===== src/rtl/cache_fill_fsm_pkg.sv =====
// Shared definitions for the cache block fill engine.
//  FILL_WORDS   default words per block (power of two)
//  FILL_IDLE    state encoding: waiting for a miss
//  FILL_ACTIVE  state encoding: fetching words from the RAM controller
//  offset_width byte-offset bits of a block: log2(words) word bits + 1 byte bit
package cache_fill_fsm_pkg;

    localparam int unsigned FILL_WORDS = 8;

    localparam logic FILL_IDLE   = 1'b0;
    localparam logic FILL_ACTIVE = 1'b1;

    function automatic int unsigned offset_width(input int unsigned words);
        return $clog2(words) + 1;
    endfunction

endpackage


===== src/rtl/cache_fill_fsm_fill_counter.sv =====
// Word counter for a block fill.
//  clk    in   clock
//  rst    in   asynchronous active-high clear
//  clr    in   synchronous clear (new fill starting)
//  inc    in   advance to the next word
//  count  out  current word index; wraps to 0 after the last word
module cache_fill_fsm_fill_counter #(
    parameter int unsigned WIDTH = 3
) (
    input  logic             clk,
    input  logic             rst,
    input  logic             clr,
    input  logic             inc,
    output logic [WIDTH-1:0] count
);

    logic [WIDTH-1:0] count_q, count_d;

    always_comb begin
        count_d = count_q;
        if (clr) begin
            count_d = '0;
        end else if (inc) begin
            count_d = count_q + WIDTH'(1);
        end
    end

    always_ff @(posedge clk or posedge rst) begin
        if (rst) begin
            count_q <= '0;
        end else begin
            count_q <= count_d;
        end
    end

    assign count = count_q;

endmodule


===== src/rtl/cache_fill_fsm.sv =====
// Requester-side block fill engine for one cache. On a miss it fetches a whole
// block one word at a time from the RAM controller using a level-held read
// request, writes each returned word into the data array and writes the tag
// together with the final word.
//  clk                 in   clock
//  rst                 in   asynchronous active-high reset
//  miss_detected       in   cache lookup missed this cycle
//  miss_address        in   byte address of the missing access
//  fsm_busy            out  fill running or about to start; stalls the pipeline
//  write_data_array    out  write cache_write_data at cache_word_address
//  write_tag_array     out  write tag/valid for the block of cache_word_address
//  cache_word_address  out  byte address of the word being written
//  cache_write_data    out  word to write (passthrough of mem_data_in)
//  mem_read_req        out  read request to the RAM controller (level held)
//  mem_read_address    out  byte address being requested
//  mem_data_valid      in   requested word is on mem_data_in this cycle
//  mem_data_in         in   read data from the RAM controller
module cache_fill_fsm
    import cache_fill_fsm_pkg::*;
#(
    parameter int unsigned ADDR_W = 16,
    parameter int unsigned DATA_W = 16,
    parameter int unsigned WORDS  = FILL_WORDS
) (
    input  logic              clk,
    input  logic              rst,
    input  logic              miss_detected,
    input  logic [ADDR_W-1:0] miss_address,
    output logic              fsm_busy,
    output logic              write_data_array,
    output logic              write_tag_array,
    output logic [ADDR_W-1:0] cache_word_address,
    output logic [DATA_W-1:0] cache_write_data,
    output logic              mem_read_req,
    output logic [ADDR_W-1:0] mem_read_address,
    input  logic              mem_data_valid,
    input  logic [DATA_W-1:0] mem_data_in
);

    localparam int unsigned CNT_W = $clog2(WORDS);
    localparam int unsigned OFF_W = offset_width(WORDS);

    logic                    state_q, state_d;
    logic [ADDR_W-1:OFF_W]   base_q, base_d;
    logic [CNT_W-1:0]        cnt;
    logic                    cnt_clr;
    logic                    cnt_inc;
    logic                    last_word;
    logic [ADDR_W-1:0]       word_addr;
    logic                    unused_miss_offset;

    cache_fill_fsm_fill_counter #(
        .WIDTH (CNT_W)
    ) u_fill_counter (
        .clk   (clk),
        .rst   (rst),
        .clr   (cnt_clr),
        .inc   (cnt_inc),
        .count (cnt)
    );

    // Offset bits come straight from the counter, so a fill never carries into
    // the block base even for the topmost block of the address space.
    assign word_addr = {base_q, cnt, 1'b0};
    assign last_word = (cnt == CNT_W'(WORDS - 1));

    // Byte offset of the missing access is irrelevant: the whole block is fetched.
    assign unused_miss_offset = ^miss_address[OFF_W-1:0];

    always_comb begin
        state_d          = state_q;
        base_d           = base_q;
        cnt_clr          = 1'b0;
        cnt_inc          = 1'b0;
        mem_read_req     = 1'b0;
        write_data_array = 1'b0;
        write_tag_array  = 1'b0;
        case (state_q)
            FILL_IDLE: begin
                if (miss_detected) begin
                    base_d  = miss_address[ADDR_W-1:OFF_W];
                    cnt_clr = 1'b1;
                    state_d = FILL_ACTIVE;
                end
            end
            FILL_ACTIVE: begin
                mem_read_req = 1'b1;
                if (mem_data_valid) begin
                    write_data_array = 1'b1;
                    cnt_inc          = 1'b1;
                    if (last_word) begin
                        // Tag goes in with the final word so a partial block never looks valid.
                        write_tag_array = 1'b1;
                        state_d         = FILL_IDLE;
                    end
                end
            end
            default: state_d = FILL_IDLE;
        endcase
    end

    always_ff @(posedge clk or posedge rst) begin
        if (rst) begin
            state_q <= FILL_IDLE;
            base_q  <= '0;
        end else begin
            state_q <= state_d;
            base_q  <= base_d;
        end
    end

    assign fsm_busy           = (state_q == FILL_ACTIVE) | ((state_q == FILL_IDLE) & miss_detected);
    assign mem_read_address   = word_addr;
    assign cache_word_address = word_addr;
    assign cache_write_data   = mem_data_in;

endmodule


===== config.mk =====
export PLATFORM = sky130hd
export DESIGN_NAME = cache_fill_fsm
export DESIGN_NICKNAME = d
export VERILOG_FILES = /design/src/rtl/cache_fill_fsm_pkg.sv /design/src/rtl/cache_fill_fsm_fill_counter.sv /design/src/rtl/cache_fill_fsm.sv
export SDC_FILE = /design/constraint.sdc
export NUM_CORES = 1
export LEC_CHECK = 0
export CORE_MARGIN = 4
export CORE_UTILIZATION = 33
export CTS_CLUSTER_SIZE = 8
export DETAILED_ROUTE_END_ITERATION = 6
export GPL_TIMING_DRIVEN = 0
export MAX_ROUTING_LAYER = met4
export PLACE_DENSITY = 0.9
export SYNTH_ARGS = -nofsm -noshare
export SYNTH_HDL_FRONTEND = slang
export SYNTH_HIERARCHICAL = 1
export SYNTH_SLANG_ARGS = --single-unit
export TNS_END_PERCENT = 10

===== constraint.sdc =====
create_clock -name clk -period 2.95 [get_ports clk]
set_input_delay 0.885 -clock clk [delete_from_list [all_inputs] [get_ports clk]]
set_output_delay 0.885 -clock clk [all_outputs]
set_load 0.01 [all_outputs]

Word-level counts from Yosys, hierarchy flattened:

Cells that the tools add are included.

* bits of input ports: 36
* output and inout port bits: 52
* register bits after elaboration: 16

* bitwise logic cells: 3
* add/sub/neg operators: 1
* multiplexer cells: 13
* reduce and logical (&&, ||, !) cells: 2
* equal/unequal tests: 1

Operators by type and width (count)
* 1-bit two-way mux: 10
* 3-bit two-way mux: 2
* 3-bit by 1-bit adder with 3-bit output, second input constant: 1
* 3-bit == test, second input constant: 1
* 1-bit case mux with 2 select lines: 1
* 2-bit AND reduction: 1
* 2-bit nonzero test: 1
* 1-bit bitwise AND: 1
* 1-bit NOT: 1
* 1-bit OR: 1

Depth between registers and ports, before layout:

Gate-level depths: netlist (run 1).

* depth after elaboration: 4
* gate-level depth with buffers: 3

Hierarchy:

Netlist (run 1), hierarchy kept.

Modules (own cells, without submodules)
* cache_fill_fsm: cells each 68, times used 1, area an instance 817.0 um2
* cache_fill_fsm_fill_counter: cells each 12, times used 1, area an instance 140.1 um2

Least setup slack after synthesis (run 1):

Ideal clock, no wire load.

* path kind: input-to-output
* from: input port miss_detected
* to: output port fsm_busy
* data arrival time: 1.201 ns
* buffers on the path: 0
* data required time: 2.065 ns
* slack: 0.864 ns
* stages on the path: 1
* cells stage by stage: or2_2

* cells in the longest elaborated chain, start to end: 2

RTL lines
* from (decl): RTL line cache_fill_fsm.sv:27 `input logic miss_detected,`
* 1-bit bitwise AND: RTL line cache_fill_fsm.sv:112 `assign fsm_busy = (state_q == FILL_ACTIVE) | ((state_q == FILL_IDLE) & miss_detected);`
* 1-bit OR: RTL line cache_fill_fsm.sv:112
* to (decl): RTL line cache_fill_fsm.sv:29 `output logic fsm_busy,`

No other way between the ends.

Final worst setup path (run 1):

Ends and elaborated chain as after synthesis.

==> results of run 1 <==
## final timing paths
| path | endpoint | slack (ns) | depth (start not counted) | start |
|---|---|---|---|---|
| worst max-delay path | fsm_busy | 0.17 | 3 | miss_detected |
| worst min-delay path | base_q[5] | 0.54 | 1 | base_q[5] |
| worst max register to register | base_q[13] | 1.71 | 3 | state_q |
| worst min register to register | base_q[5] | 0.54 | 1 | base_q[5] |
| max in group asynchronous | base_q[13] | 1.64 | 2 | rst |
| min in group asynchronous | u_fill_counter/count[2] | 0.79 | 2 | rst |
## registers in the layout (all words and copies together) (netlist names)
register	count
base_q	12
u_fill_counter/count	3
state_q	1
## final cells by class
class / count / area [um^2] / share of cell area (%)
timing repair buffer: 65 / 646.9 / 38.44
sequential: 16 / 400.4 / 23.79
multi-input combinational: 29 / 285.3 / 16.95
buffer: 34 / 267.8 / 15.91
tap: 31 / 38.79 / 2.305
clock buffer: 4 / 36.28 / 2.156
inverter: 2 / 7.507 / 0.4461
## critical path, cell delays in order
cell and delay, ns:
clkdlybuf4s50_1 0.42, or2_2 0.31, dlygate4sd2_1 0.29
## metrics by stage
step           utilization [%]  instance area [um^2]  setup TNS (ns)  hold WS (ns)
2_1_floorplan                -                 960.9               0        0.5727
3_3_place_gp             59.85                  1650         -0.1017        0.5156
3_5_place_dp             59.85                  1650         -0.1421        0.5219
4_1_cts                  61.03                  1683               0        0.5504
5_1_grt                  61.03                  1683               0        0.5604
6_report                 61.03                  1683               0        0.5447
## cells by family after synthesis
group / synth area share, %
buffers and inverters: 28.76
flip-flops: 41.83
multiplexers: 18.69
AND/OR/NAND/NOR: 5.751
AO/OA/AOI/OAI: 2.353
adder cells (fa/ha/maj): 1.307
other: 0.3918
XOR/XNOR: 0.9152
## power by group
group / internal [mW] / switching, mW / leakage (nW)
clock: 0.0750 / 0.0681 / 0.0210
sequential: 0.326 / 0.103 / 0.192
combinational: 0.663 / 0.305 / 0.564
## metal layers
layer,GRT usage (%),routed length [um]
met3,3.512,274
met4,1.818,0
met2,22.12,1277
met1,13.39,856
met5,-,0
## what timing repair did
item / in CTS / in global routing
hold buffers: 0 / 0
endpoints found under the setup margin: 3 / 0
resized for setup: 3 / 0
endpoints found under the hold margin: 0 / 0
## synth_stat cells
library cell and count:
nand2_1 1, or2_2 1, nand3b_1 1, buf_12 1, nor2_1 3, nor2b_4 1
mux2i_1 1, a21bo_1 1, xnor2_1 1, conb_1 1, dfrtp_1 16, a21oi_1 1
inv_1 2, nand3_1 1, ha_1 1, o21a_1 1, mux2_2 3, buf_4 33
and2_2 1, mux2_4 9
==> summary.md, run 1 <==
| Metric | Value |
|---|---|
| Post-Place Cells | `177` |
| Worst Max-Slew Pin Slew | `0.5186 ns` |
| Total grt overflow | `0` |
| Routed Antenna Nets | `0` |
| Max VDD drop | `682.4 uV` |
| Netlist cell types | `20` |
| Wirelength, routed | `2.408 mm` |
| Final setup vio count | `0` |
| Vias per Instance | `4.193` |
| Filler cells | `225` |
| Tcrit/Tclk final | `94.39%` |
| Ports | `88` |
| Commonest cells after routing, fill and taps aside | `clkdlybuf4s50_1, buf_4, dfrtp_1` |
| Vias in the first global route | `752` |
| Clock latency on the worst-skew pair | `0.28 ns` |
| Status | `finished clean` |
| Vias | `759` |
| Share of the synthesized area in the top cell type | `41.83%` |
| Ranking of synthesized cells by area | `dfrtp_1, buf_4, mux2_4` |
| Leakage power | `0.7768 nW` |
| Die Y | `61.86 um` |
| Max Cap Viol | `0` |
| Row Count | `19` |
| Avg Inst Size Synth | `11.96 um^2` |
| Slew Limit Fails | `0` |
| Hpwl dp | `2.027 mm` |
| CP Launch Type | `input pin` |
| Post-Syn Instances | `80` |
| RSZ-0062 raised after global routing | `no` |
| Total track usage | `12.17%` |
| Setup ws final | `0.1655 ns` |
| Synth Register Bits | `16` |
| Global-route wire length before repair | `3.367 mm` |
| Critical Path AT | `1.90 ns` |
| Syn. warnings | `6` |
| Layout area overhead | `75.82%` |
| PwrDens | `915.0 nW/um^2` |
| Die area | `3826 um^2` |
| Leading area contributor after synthesis | `dfrtp_1` |
| F_max | `359.1 MHz` |
| Routed WL per cell | `13.30 um` |
| CTS tree | `yes` |
| HP Class | `flop to flop` |
| WS Path Type | `input pin to output port` |
| Req. time, crit path | `2.07 ns` |
| Root buf cell | `clkbuf_4` |
| Worst setup EP type | `output port` |
| Leading cell type in the layout, fill and taps excluded | `clkdlybuf4s50_1` |
| Place WS | `-0.06215 ns` |
| Fin nets | `188` |
| Initial antenna violation count | `0` |
| Total CTS buffers | `3` |
| Fin cells | `181` |
| DR DRC count | `0` |
| DRT Pass-1 Iters | `2` |
| Core ar. | `2758 um^2` |
| CP Max Fanout | `2` |
| Setup bufs post-CTS | `0` |
| Post-synthesis cell area | `957.2 um^2` |
| Die span in x | `61.86 um` |
| Sequential area share after synthesis | `41.83%` |
| # port buffers | `65` |
| Initial drt markers | `18` |
| Final Wtd Congestion | `0.7043` |
| Largest net degree at the start of global routing | `14` |
| # diodes | `0` |
| Share of cells above drive strength 1 | `35.33%` |
| Clock buffer depth | `2` |
| Endpoints failing hold | `0` |
| Tmin final | `2.785 ns` |
| H-tree Lvls | `1` |
| Total clock sinks | `16` |
| Clk_skew | `0.0009701 ns` |
| Reg clk slew, reported paths | `0.09 ns` |
| Final Total Pwr | `1.540 mW` |
| Starting density of the core | `34.71%` |
| Slew HR | `65.39%` |
Note: power is estimated with default switching activity, not from simulation.
==> run 2, diff against run 1 <==
Settings changed: PLACE_DENSITY 0.9 to 0.86.
==> summary.md, run 2 (same netlist as run 1, synthesis figures left out) <==
| Metric | Value |
|---|---|
| Row Count | `19 (unchanged)` |
| DRT Pass-1 Iters | `3 (+1)` |
| HP Class | `flop to flop` |
| Layout area overhead | `75.82% (unchanged)` |
| Die span in x | `61.86 um (unchanged)` |
| Total track usage | `12.18% (about the same)` |
| Place WS | `-0.06657 ns (-0.004423 ns)` |
| Worst setup EP type | `output port` |
| WS Path Type | `input pin to output port` |
| Reg clk slew, reported paths | `0.10 ns (about the same)` |
| Critical Path AT | `1.91 ns (about the same)` |
| Sequential Area | `400.4 um^2 (unchanged)` |
| Clock buffer depth | `2 (unchanged)` |
| CTS tree | `yes` |
| Commonest cells after routing, fill and taps aside | `clkdlybuf4s50_1, buf_4, dfrtp_1` |
| Routed Antenna Nets | `0 (unchanged)` |
| DR DRC count | `0 (unchanged)` |
| Vias | `781 (+2.9%)` |
| Routed WL per cell | `12.76 um (-4.1%)` |
| Initial drt markers | `7 (-11)` |
| Leakage power | `0.7768 nW (unchanged)` |
| Slew Limit Fails | `0 (unchanged)` |
| Total grt overflow | `0 (unchanged)` |
| PwrDens | `914.7 nW/um^2 (about the same)` |
| Initial antenna violation count | `0 (unchanged)` |
| Die Y | `61.86 um (unchanged)` |
| Max VDD drop | `619.0 uV (-9.3%)` |
| Clock latency on the worst-skew pair | `0.28 ns (about the same)` |
| Total negative slack | `0 ns (unchanged)` |
| Largest net degree at the start of global routing | `14 (unchanged)` |
| Hpwl dp | `1.959 mm (-3.4%)` |
| RSZ-0062 raised after global routing | `no` |
| Wirelength, routed | `2.309 mm (-4.1%)` |
| Ports | `88 (unchanged)` |
| H-tree Lvls | `1 (unchanged)` |
| Area of the multi-input gates | `285.3 um^2 (unchanged)` |
| Vias per Instance | `4.315 (+2.9%)` |
| Status | `finished clean` |
| Met1 wire length | `769 um (-10%)` |
| Biggest register | `base_q` |
| CP Max Fanout | `2 (unchanged)` |
| Die area | `3826 um^2 (unchanged)` |
| Final Util | `61.03% (unchanged)` |
| # diodes | `0 (unchanged)` |
| Vias in the first global route | `742 (-1.3%)` |
| Tcrit/Tclk final | `94.82% (+0.43 points)` |
| Share of cells above drive strength 1 | `35.33% (unchanged)` |
| Slew HR | `65.78% (+0.39 points)` |
| Tmin final | `2.797 ns (+0.01257 ns)` |
| Endpoints failing hold | `0 (unchanged)` |
| Max Cap Viol | `0 (unchanged)` |
| Final Wtd Congestion | `0.7002 (-0.58%)` |
| Global-route wire length before repair | `3.305 mm (-1.8%)` |
| Total clock sinks | `16 (unchanged)` |
| Final setup vio count | `0 (unchanged)` |
| CP Launch Type | `input pin` |
| Fin nets | `188 (unchanged)` |
| Clk_skew | `0.001854 ns (+0.0008838 ns)` |
| Root buf cell | `clkbuf_4` |
| F_max | `357.5 MHz (-0.45%)` |
| Leading cell type in the layout, fill and taps excluded | `clkdlybuf4s50_1` |
| Met3 WL | `382 um (+39%)` |
| Max Used Layer | `met4` |
| # port buffers | `65 (unchanged)` |
| Setup ws final | `0.1529 ns (-0.01257 ns)` |
| Starting density of the core | `34.71% (unchanged)` |
| Total CTS buffers | `3 (unchanged)` |
| Worst Max-Slew Pin Slew | `0.5127 ns (-0.005895 ns)` |
| Max reg flops | `12 (unchanged)` |
| Wire length on met2 | `1.149 mm (-10%)` |
| Req. time, crit path | `2.07 ns (about the same)` |
| Filler cells | `237 (+5.3%)` |
| Core ar. | `2758 um^2 (unchanged)` |
[run 2: critical path, stage by stage]
cell and delay (ns):
clkdlybuf4s50_1 0.42, or2_2 0.31, dlygate4sd2_1 0.29
[run 2: area by class of cell]
type | instances | area share (%)
buffer | 34 | 15.91
timing repair buffer | 65 | 38.44
inverter | 2 | 0.4461
tap | 31 | 2.305
multi-input combinational | 29 | 16.95
clock buffer | 4 | 2.156
sequential | 16 | 23.79
[run 2: worst paths after layout]
path | startpoint | endpoint | slack, ns | cells past startpoint
max | miss_detected | fsm_busy | 0.15 | 3
min | base_q[4] | base_q[4] | 0.55 | 1
max reg2reg | state_q | base_q[9] | 1.70 | 3
min reg2reg | base_q[4] | base_q[4] | 0.55 | 1
max in group asynchronous | rst | state_q | 1.64 | 2
min in group asynchronous | rst | u_fill_counter/count[1] | 0.80 | 2
[run 2: timing repair]
action	CTS	global route
hold buffers	0	0
gates resized for setup	3	0
setup buffers	0	0
endpoints found under the setup margin	3	0
[run 2: where the power goes]
| group | switching, mW | internal, mW |
|---|---|---|
| sequential | 0.101 | 0.326 |
| combinational | 0.304 | 0.664 |
| clock | 0.0700 | 0.0750 |
| total | 0.475 | 1.06 |
[run 2: through the flow]
stage	std cells	hold WS (ns)	power, mW	cell area (um^2)
final	181	0.5513	1.539	1683
after global routing	181	0.5777	1.644	1683
after CTS	181	0.5533	1.565	1683
after detailed placement	177	0.5247	1.418	1650
after global placement	177	0.5174	1.387	1650
after floorplan	81	0.5727	0.8958	960.9
[run 2: metal layers]
metal  up-vias  track usage (%)
met5         -                -
met4         0            5.455
met3         2            3.719
met2        55            20.33
met1       360            13.28
li1        364                -
